$ cat src/rtl/register_stream_shifter.sv
`default_nettype none
// ============================================================================
// Module   : register_stream_shifter
// Purpose  : Parallel-in, serial-out word shifter for the pixel readout path.
//            One load captures `length` words of `bits` each. The words stream
//            out lowest index first over a valid/ready handshake. A one-deep
//            shadow buffer accepts the next row while the current row drains,
//            so back-to-back loads stream without a bubble.
// Ports    : clk        - single clock, rising edge
//            reset      - asynchronous, active-low; clears all state
//            clear      - synchronous flush of bank and shadow
//            load       - load request, accepted when load && load_ready
//            data_in    - word i at data_in[i*bits +: bits]
//            load_ready - shadow buffer empty
//            out_valid  - data_out holds a valid word
//            out_ready  - consumer accepts the word
//            data_out   - current word (bank index 0)
//            out_last   - current word is the last of its load
//            remaining  - valid words left in the bank, current one included
// Revision : 1.0 - initial release
// ============================================================================
module register_stream_shifter #(
  parameter int length = 4,
  parameter int bits   = 4
) (
  input  logic                        clk,
  input  logic                        reset,
  input  logic                        clear,
  input  logic                        load,
  input  logic [bits*length-1:0]      data_in,
  output logic                        load_ready,
  output logic                        out_valid,
  input  logic                        out_ready,
  output logic [bits-1:0]             data_out,
  output logic                        out_last,
  output logic [$clog2(length+1)-1:0] remaining
);

  localparam int                CW      = $clog2(length + 1);
  localparam int                DW      = bits * length;
  localparam logic [CW-1:0]     C_FULL  = CW'(length);
  localparam logic [CW-1:0]     C_ONE   = CW'(1);
  localparam logic [CW-1:0]     C_ZERO  = '0;

  logic [DW-1:0] r_bank;
  logic [CW-1:0] r_count;
  logic [DW-1:0] r_shadow;
  logic          r_shadow_full;

  logic w_pop;
  logic w_bank_free;
  logic w_load_acc;

  assign w_pop       = (r_count != C_ZERO) && out_ready;
  // The bank can take new data this cycle if it is empty, or if its last
  // word is leaving right now.
  assign w_bank_free = (r_count == C_ZERO) || ((r_count == C_ONE) && w_pop);
  assign w_load_acc  = load && !r_shadow_full;

  always_ff @(posedge clk or negedge reset) begin
    if (!reset) begin
      r_bank        <= '0;
      r_count       <= C_ZERO;
      r_shadow      <= '0;
      r_shadow_full <= 1'b0;
    end else if (clear) begin
      r_bank        <= '0;
      r_count       <= C_ZERO;
      r_shadow      <= '0;
      r_shadow_full <= 1'b0;
    end else if (w_bank_free && r_shadow_full) begin
      // Pending row moves in; load_ready is low so no load can collide.
      r_bank        <= r_shadow;
      r_count       <= C_FULL;
      r_shadow_full <= 1'b0;
    end else if (w_bank_free && w_load_acc) begin
      r_bank        <= data_in;
      r_count       <= C_FULL;
    end else begin
      if (w_pop) begin
        // Zero-fill the vacated top word so drained banks read as zero.
        r_bank  <= {{bits{1'b0}}, r_bank[DW-1:bits]};
        r_count <= r_count - C_ONE;
      end
      if (w_load_acc) begin
        r_shadow      <= data_in;
        r_shadow_full <= 1'b1;
      end
    end
  end

  assign load_ready = !r_shadow_full;
  assign out_valid  = (r_count != C_ZERO);
  assign out_last   = (r_count == C_ONE);
  assign data_out   = r_bank[bits-1:0];
  assign remaining  = r_count;

endmodule
`default_nettype wire

$ cat config.mk
export PLATFORM = sky130hd
export DESIGN_NAME = register_stream_shifter
export DESIGN_NICKNAME = d
export VERILOG_FILES = /design/src/rtl/register_stream_shifter.sv
export SDC_FILE = /design/constraint.sdc
export NUM_CORES = 1
export LEC_CHECK = 0
export BUFFER_PORTS_ARGS = -buffer_cell sky130_fd_sc_hd__buf_2
export CAP_MARGIN = 10
export CELL_PAD_IN_SITES_DETAIL_PLACEMENT = 1
export CELL_PAD_IN_SITES_GLOBAL_PLACEMENT = 2
export CORE_UTILIZATION = 38
export CTS_CLUSTER_DIAMETER = 60
export DETAILED_ROUTE_END_ITERATION = 6
export PLACE_DENSITY_LB_ADDON = 0.1
export SYNTH_ARGS = -nofsm -noshare
export SYNTH_HDL_FRONTEND = slang
export SYNTH_SLANG_ARGS = --single-unit
export TNS_END_PERCENT = 50
$ cat constraint.sdc
create_clock -name clk -period 3.8 [get_ports clk]
set_input_delay 0.38 -clock clk [delete_from_list [all_inputs] [get_ports clk]]
set_output_delay 0.38 -clock clk [all_outputs]
set_load 0.01 [all_outputs]
==> results of run 1 <==
-- power groups by stage --
stage	Clock [W]	Combinational (W)	Sequential, W
after floorplan	0	0.000313	0.000511
final	0.000273	0.000412	0.000515
after detailed placement	0	0.000415	0.000523
after global routing	0.000299	0.000454	0.000527
after global placement	0	0.000409	0.000517
after CTS	0.000286	0.000419	0.000515
-- path summary, 6_finish.rpt --
check	startpoint	endpoint	slack (ns)	cells past startpoint
hold reg to reg	r_shadow[11]	r_bank[11]	0.50	2
max in group asynchronous	reset	r_shadow[11]	3.10	1
setup reg to reg	remaining[1]	r_bank[9]	1.52	6
hold / removal	reset	r_bank[6]	0.18	1
min in group clk	data_in[3]	r_shadow[3]	0.31	2
setup / recovery	remaining[1]	r_bank[9]	1.52	6
-- cell usage after synthesis, types with 2 or more instances --
cell | count | area, um^2
mux2i_1 | 13 | 130
nand2_1 | 12 | 45.0
o221ai_1 | 12 | 105
dfrtp_1 | 36 | 901
inv_1 | 15 | 56.3
buf_4 | 4 | 30.0
a22o_1 | 16 | 140
a31oi_1 | 2 | 12.5
ha_1 | 3 | 37.5
nor3b_1 | 4 | 30.0
buf_2 | 4 | 20.0
nor3_1 | 3 | 15.0
clkbuf_1 | 3 | 11.3
nor2_1 | 5 | 18.8
a221o_1 | 4 | 40.0
-- worst max-delay path, cell delays in order, from the launching register on --
cell and delay [ns]:
dfrtp_1 0.40, inv_1 0.10, ha_1 0.19, a21oi_2 0.10, or4b_1 0.90, mux2i_1 0.33, o221ai_1 0.12
-- kinds of logic after synthesis --
kind of cell / share of synthesized area (%)
AO/OA/AOI/OAI: 20.0
XOR/XNOR: 0.506
buffers and inverters: 7.44
AND/OR/NAND/NOR: 10.4
flip-flops: 52.0
multiplexers: 7.51
adder cells (fa/ha/maj): 2.17
-- state kept, by name, summed over array words and instances, names as in the netlist --
signal and cells:
r_bank 16, remaining 3, r_shadow_full 1, r_shadow 16
-- layer usage --
metal  up-vias  global-route usage [%]  routed length (um)
li1        605                       -                   -
met1       641                    24.6                1960
met2        21                    28.3                1830
met3         5                    4.65                 135
met4         0                    5.44                  51
met5         -                       0                   0
-- area by class of cell --
class,instances,area (um^2),share of cell area [%]
clock buffers,5,68.8,3.48
clock inverters,3,18.8,0.948
inverters,15,56.3,2.84
multi-input cells,88,712,36.0
flip-flops and latches,36,901,45.5
well taps,52,65.1,3.29
repair buffers,31,158,7.96
-- stage by stage --
step | util (%) | hold WS [ns] | total power, W | worst slack (ns)
2_1_floorplan | - | 0.0844 | 0.000824 | 1.91
3_3_place_gp | 43.4 | 0.469 | 0.000926 | 1.57
3_5_place_dp | 43.4 | 0.483 | 0.000937 | 1.53
4_1_cts | 45.5 | 0.202 | 0.00122 | 1.50
5_1_grt | 45.5 | 0.245 | 0.00128 | 1.39
6_report | 45.5 | 0.181 | 0.00120 | 1.52
==> reports/qor.yml, run 1 <==
synthesis:
  synth.cell_area_um2: 1730
  async_reset_ff_share_pct: 100
  syn_nets: 175
  synth_area_per_cell_um2: 11.5
  yosys_warnings: 0
  synth_edf_count: 0
  synth_ff_type: "dfrtp_1"
  synth_cell_type_count: 30
  ys_ff_latch: 36
  ys_seq_area_share_pct: 52.0
  syn_inst: 151
power:
  power_frac_seq_pct: 42.9
  ir_drop_mv: 0.243
  p_int_w: 0.000760
  power.density_nw_per_um2: 606
  comb_power_share_pct: 34.3
  swShare_pct: 36.7
  clockPowerShare_pct: 22.7
  switchingPower_w: 0.000440
  p_leak_nw: 0.959
critical_path:
  end_kind: "flip-flop"
  path_max_fanout: 16
  cp-start-kind: "flip-flop"
  required_ns: 3.95
  setup.worst_path.class: "flip-flop to flip-flop"
  arrival_ns: 2.43
detailed_routing:
  routed_wirelength_um: 3970
  dr.pass1.iters: 3
  drtIter0Drc: 71
  ant_nets: 0
  drc: 0
  vias: 1272
  vias_per_cell: 5.53
  wl_per_cell_um: 17.3
timing:
  tns_ns: 0
  timing.fmax_ghz: 0.439
  finClkSkew_ns: 0.0103
  post-route-period-util_pct: 60.0
  hold_violations: 0
  slew_headroom_pct: 35.8
  rsz0062_at_grt: "no"
  worstMarginPinSlew_ns: 0.960
  setup_viol: 0
  min_period_ns: 2.28
  slew_viol_final: 0
worst_hold_path:
  hold_path.class: "input pin to async pin"
global_route:
  grt_max_degree: 37
  gr-total-overflow: 0
  grt_pass1_wl_um: 6720
  grtUsageTotal_pct: 18.1
  grt_pass1_vias: 1317
  grt_antenna_before_repair: 0
clocking:
  post_cts_buffers: 0
  cts_buffer_depth: 2
  root_buffer: "clkbuf_8"
  cts-resized-gates: 0
  clock-sinks: 36
  clkTransAtPathRegs_ns: 0.08
  cts_buffers: 5
  cts_tree: "built"
  htreeDepth: 2
  clock_latency_ns: 0.29
  ctsHoldBuffers: 0
run_status:
  outcome: "finished clean"
layout:
  final_common_cell: "dfrtp_1"
  n_fill_cell: 488
  final_area_um2: 1980
  finalNetCount: 201
  syn2layout_area_growth_pct: 14.2
  drive_gt1_share_pct: 25.8
  finalNonFillerCells: 230
  layout_common_cells: "36 x dfrtp_1, 30 x buf_2, 16 x a22o_1"
  antenna_cells: 0
placement:
  portBuffers: 30
  dp.cells: 222
  place_hpwl_um: 2570
  placed_area_um2: 1890
  finalWeightedCongestion: 0.780
die:
  chipHeight_um: 69.5
  core-area_um2: 4350
  dieArea_um2: 4830
  ios: 31
  rows: 24
  die_width_um: 69.5
  floorplan.initialDensity_pct: 39.8
run:
  drv_cap: 0
Power figures use the tool's default switching activity.
==> run 2, diff against run 1 <==
- CORE_UTILIZATION: 38 -> 32
- clock period: 3.8 -> 1.95 ns (I/O delays scaled with it)
==> run 2 against run 1 <==
The flow now finishes with violations (hold timing). Register-to-register slack got worse by 1.4 ns. Largest cell class unchanged. Critical endpoint is now r_bank[0]. Cell count increased by 16%. Highest routed layer unchanged. Utilization fell by 1.7 points. Hold slack got worse by 0.18 ns. Sequential power rose by 93%. Final area is 14% higher. Combinational power grew to 2.7 times the previous value.
==> reports/qor.yml, run 2 (same netlist as run 1, synthesis figures left out) <==
run_status:
  outcome: "finished with violations"
  violations: "hold timing"
critical_path:
  crit_chain: "inv_2, ha_4, a21oi_4, or4b_4, buf_12, mux2i_1, o221ai_1"
  cpPeakStageDelay_ns: 0.50  # -0.40 ns
  critPathTopFamily: "simple AND/OR/NAND/NOR gates"
  arrival_ns: 2.00  # -0.43 ns
  worstReg2RegStart: "remaining[0]"
  cp-endpoint: "r_bank[0]"
  cp-startpoint: "remaining[0]"
  reg2regPathDepth: 7  # +1
  worstReg2RegEnd: "r_bank[0]"
  setup.worst_path.class: "flip-flop to flip-flop"
  end_kind: "flip-flop"
  cp-start-kind: "flip-flop"
  reg2reg_slack_ns: 0.10  # -1.42 ns
  cp.depth: 7  # +1
  path_max_fanout: 16  # unchanged
  path_buf_inv: 2  # +1
  required_ns: 2.11  # -1.84 ns
  slowest_stage: "or4b_4"
placement:
  portBuffers: 30  # unchanged
  place_hpwl_um: 3010  # +17%
  finalWeightedCongestion: 0.846  # +8.4%
detailed_routing:
  dr.pass1.iters: 4  # +1
  drtIter0Drc: 23  # -68%
  drc: 0  # unchanged
  vias: 1341  # +5.4%
  vias_per_cell: 5.02  # -9.2%
  ant_nets: 0  # unchanged
  wl_per_cell_um: 16.4  # -5.0%
  routed_wirelength_um: 4370  # +10%
die:
  core-area_um2: 5170  # +19%
  rows: 26  # +8.3%
  floorplan.initialDensity_pct: 33.5  # -6.3 points
  ios: 31  # unchanged
  dieArea_um2: 5710  # +18%
  die_width_um: 75.6  # +8.7%
  chipHeight_um: 75.6  # +8.7%
layout:
  syn2layout_area_growth_pct: 30.5
  drive_gt1_share_pct: 39.1  # +13 points
  utilization_pct: 43.7  # -1.7 points
  final_common_cell: "dfrtp_1"
  finalNetCount: 220  # +9.5%
  n_fill_cell: 578  # +18%
  antenna_cells: 0  # unchanged
  layout_common_cells: "35 x dfrtp_1, 30 x buf_2, 17 x buf_4"
timing:
  finClkSkew_ns: 0.00631  # -0.00398 ns
  slew_headroom_pct: 45.9  # +10 points
  post-route-period-util_pct: 94.7  # +35 points
  hold_violations: 1  # +1
  slew_viol_final: 0  # unchanged
  worstMarginPinSlew_ns: 0.811  # -0.149 ns
  tns_ns: 0  # unchanged
  min_period_ns: 1.85  # -0.434 ns
  setup_viol: 0  # unchanged
  hold_ws_ns: -0.00278  # -0.184 ns
  timing.fmax_ghz: 0.542  # +24%
global_route:
  grtUsageTotal_pct: 17.7  # -0.38 points
  grt_max_degree: 37  # unchanged
  grt_antenna_before_repair: 0  # unchanged
  grt_pass1_vias: 1463  # +11%
  gr-total-overflow: 0  # unchanged
  grt_pass1_wl_um: 7290  # +8.4%
clocking:
  clkTransAtPathRegs_ns: 0.07  # about the same
  clock_latency_ns: 0.28  # about the same
  root_buffer: "clkbuf_8"
  cts_buffer_depth: 2  # unchanged
  htreeDepth: 2  # unchanged
  cts_tree: "built"
  cts_buffers: 5  # unchanged
  clock-sinks: 36  # unchanged
  ctsHoldBuffers: 0  # unchanged
worst_hold_path:
  hold_path.class: "input pin to async pin"
power:
  p_leak_nw: 1.07  # +11%
  power.density_nw_per_um2: 1190  # +96%
  ir_drop_mv: 0.441  # +82%
run:
  drv_cap: 0  # unchanged
-- run 2: cell types whose count changed in the layout (fill, tap and decap cells not counted), moves of 3 or more --
cell     delta
buf_4      +16
buf_12      +3
mux2i_1     -3
mux2i_2     +3
-- run 2: how the worst min path moves through the flow --
| stage | startpoint | endpoint | slack (ns) |
|---|---|---|---|
| 2_1_floorplan | reset | r_bank[0] | -0.10 |
| 3_3_place_gp | reset | r_bank[0] | 0.34 |
| 3_5_place_dp | reset | r_bank[0] | 0.36 |
| 4_1_cts | reset | r_bank[0] | 0.04 |
| 5_1_grt | reset | r_shadow[0] | 0.06 |
| 6_report | reset | r_shadow[0] | -0.003 |
-- run 2: what timing repair did --
action,CTS,global route
setup buffers,0,2
pin swaps,0,1
gates resized for setup,7,13
setup endpoints to repair,16,33
gates cloned,0,0
-- run 2: final cells by class --
class	instances	area (um^2)	share of cell area (%)
clock buffer	7	86.3	3.82
clock inverter	1	7.51	0.332
inverter	15	56.3	2.49
multi-input combinational	88	783	34.6
sequential	36	902	39.9
tap	70	87.6	3.87
timing repair buffer	50	338	14.9
-- run 2: per-layer routing --
layer,global-route usage (%),routed length [um]
met5,0,0
met4,5.14,31
met3,4.50,152
met2,30.2,2190
met1,22.2,2000
-- run 2: report_power, final --
group	internal (W)	switching, W
logic	0.000564	0.000567
registers	0.000897	0.0000985
clock network	0.000287	0.000266
-- run 2: metrics by stage --
| step | setup slack (ns) | hold WS (ns) | instance area [um^2] | total power (W) | cells |
|---|---|---|---|---|---|
| final | 0.103 | -0.00278 | 2260 | 0.00268 | 267 |
| after global placement | -0.165 | 0.338 | 2060 | 0.00197 | 257 |
| after detailed placement | -0.220 | 0.358 | 2060 | 0.00200 | 257 |
| after CTS | 0.0236 | 0.0398 | 2180 | 0.00261 | 265 |
| after floorplan | 0.0575 | -0.101 | 1730 | 0.00161 | 151 |
| after global routing | -0.0185 | 0.0554 | 2260 | 0.00287 | 267 |
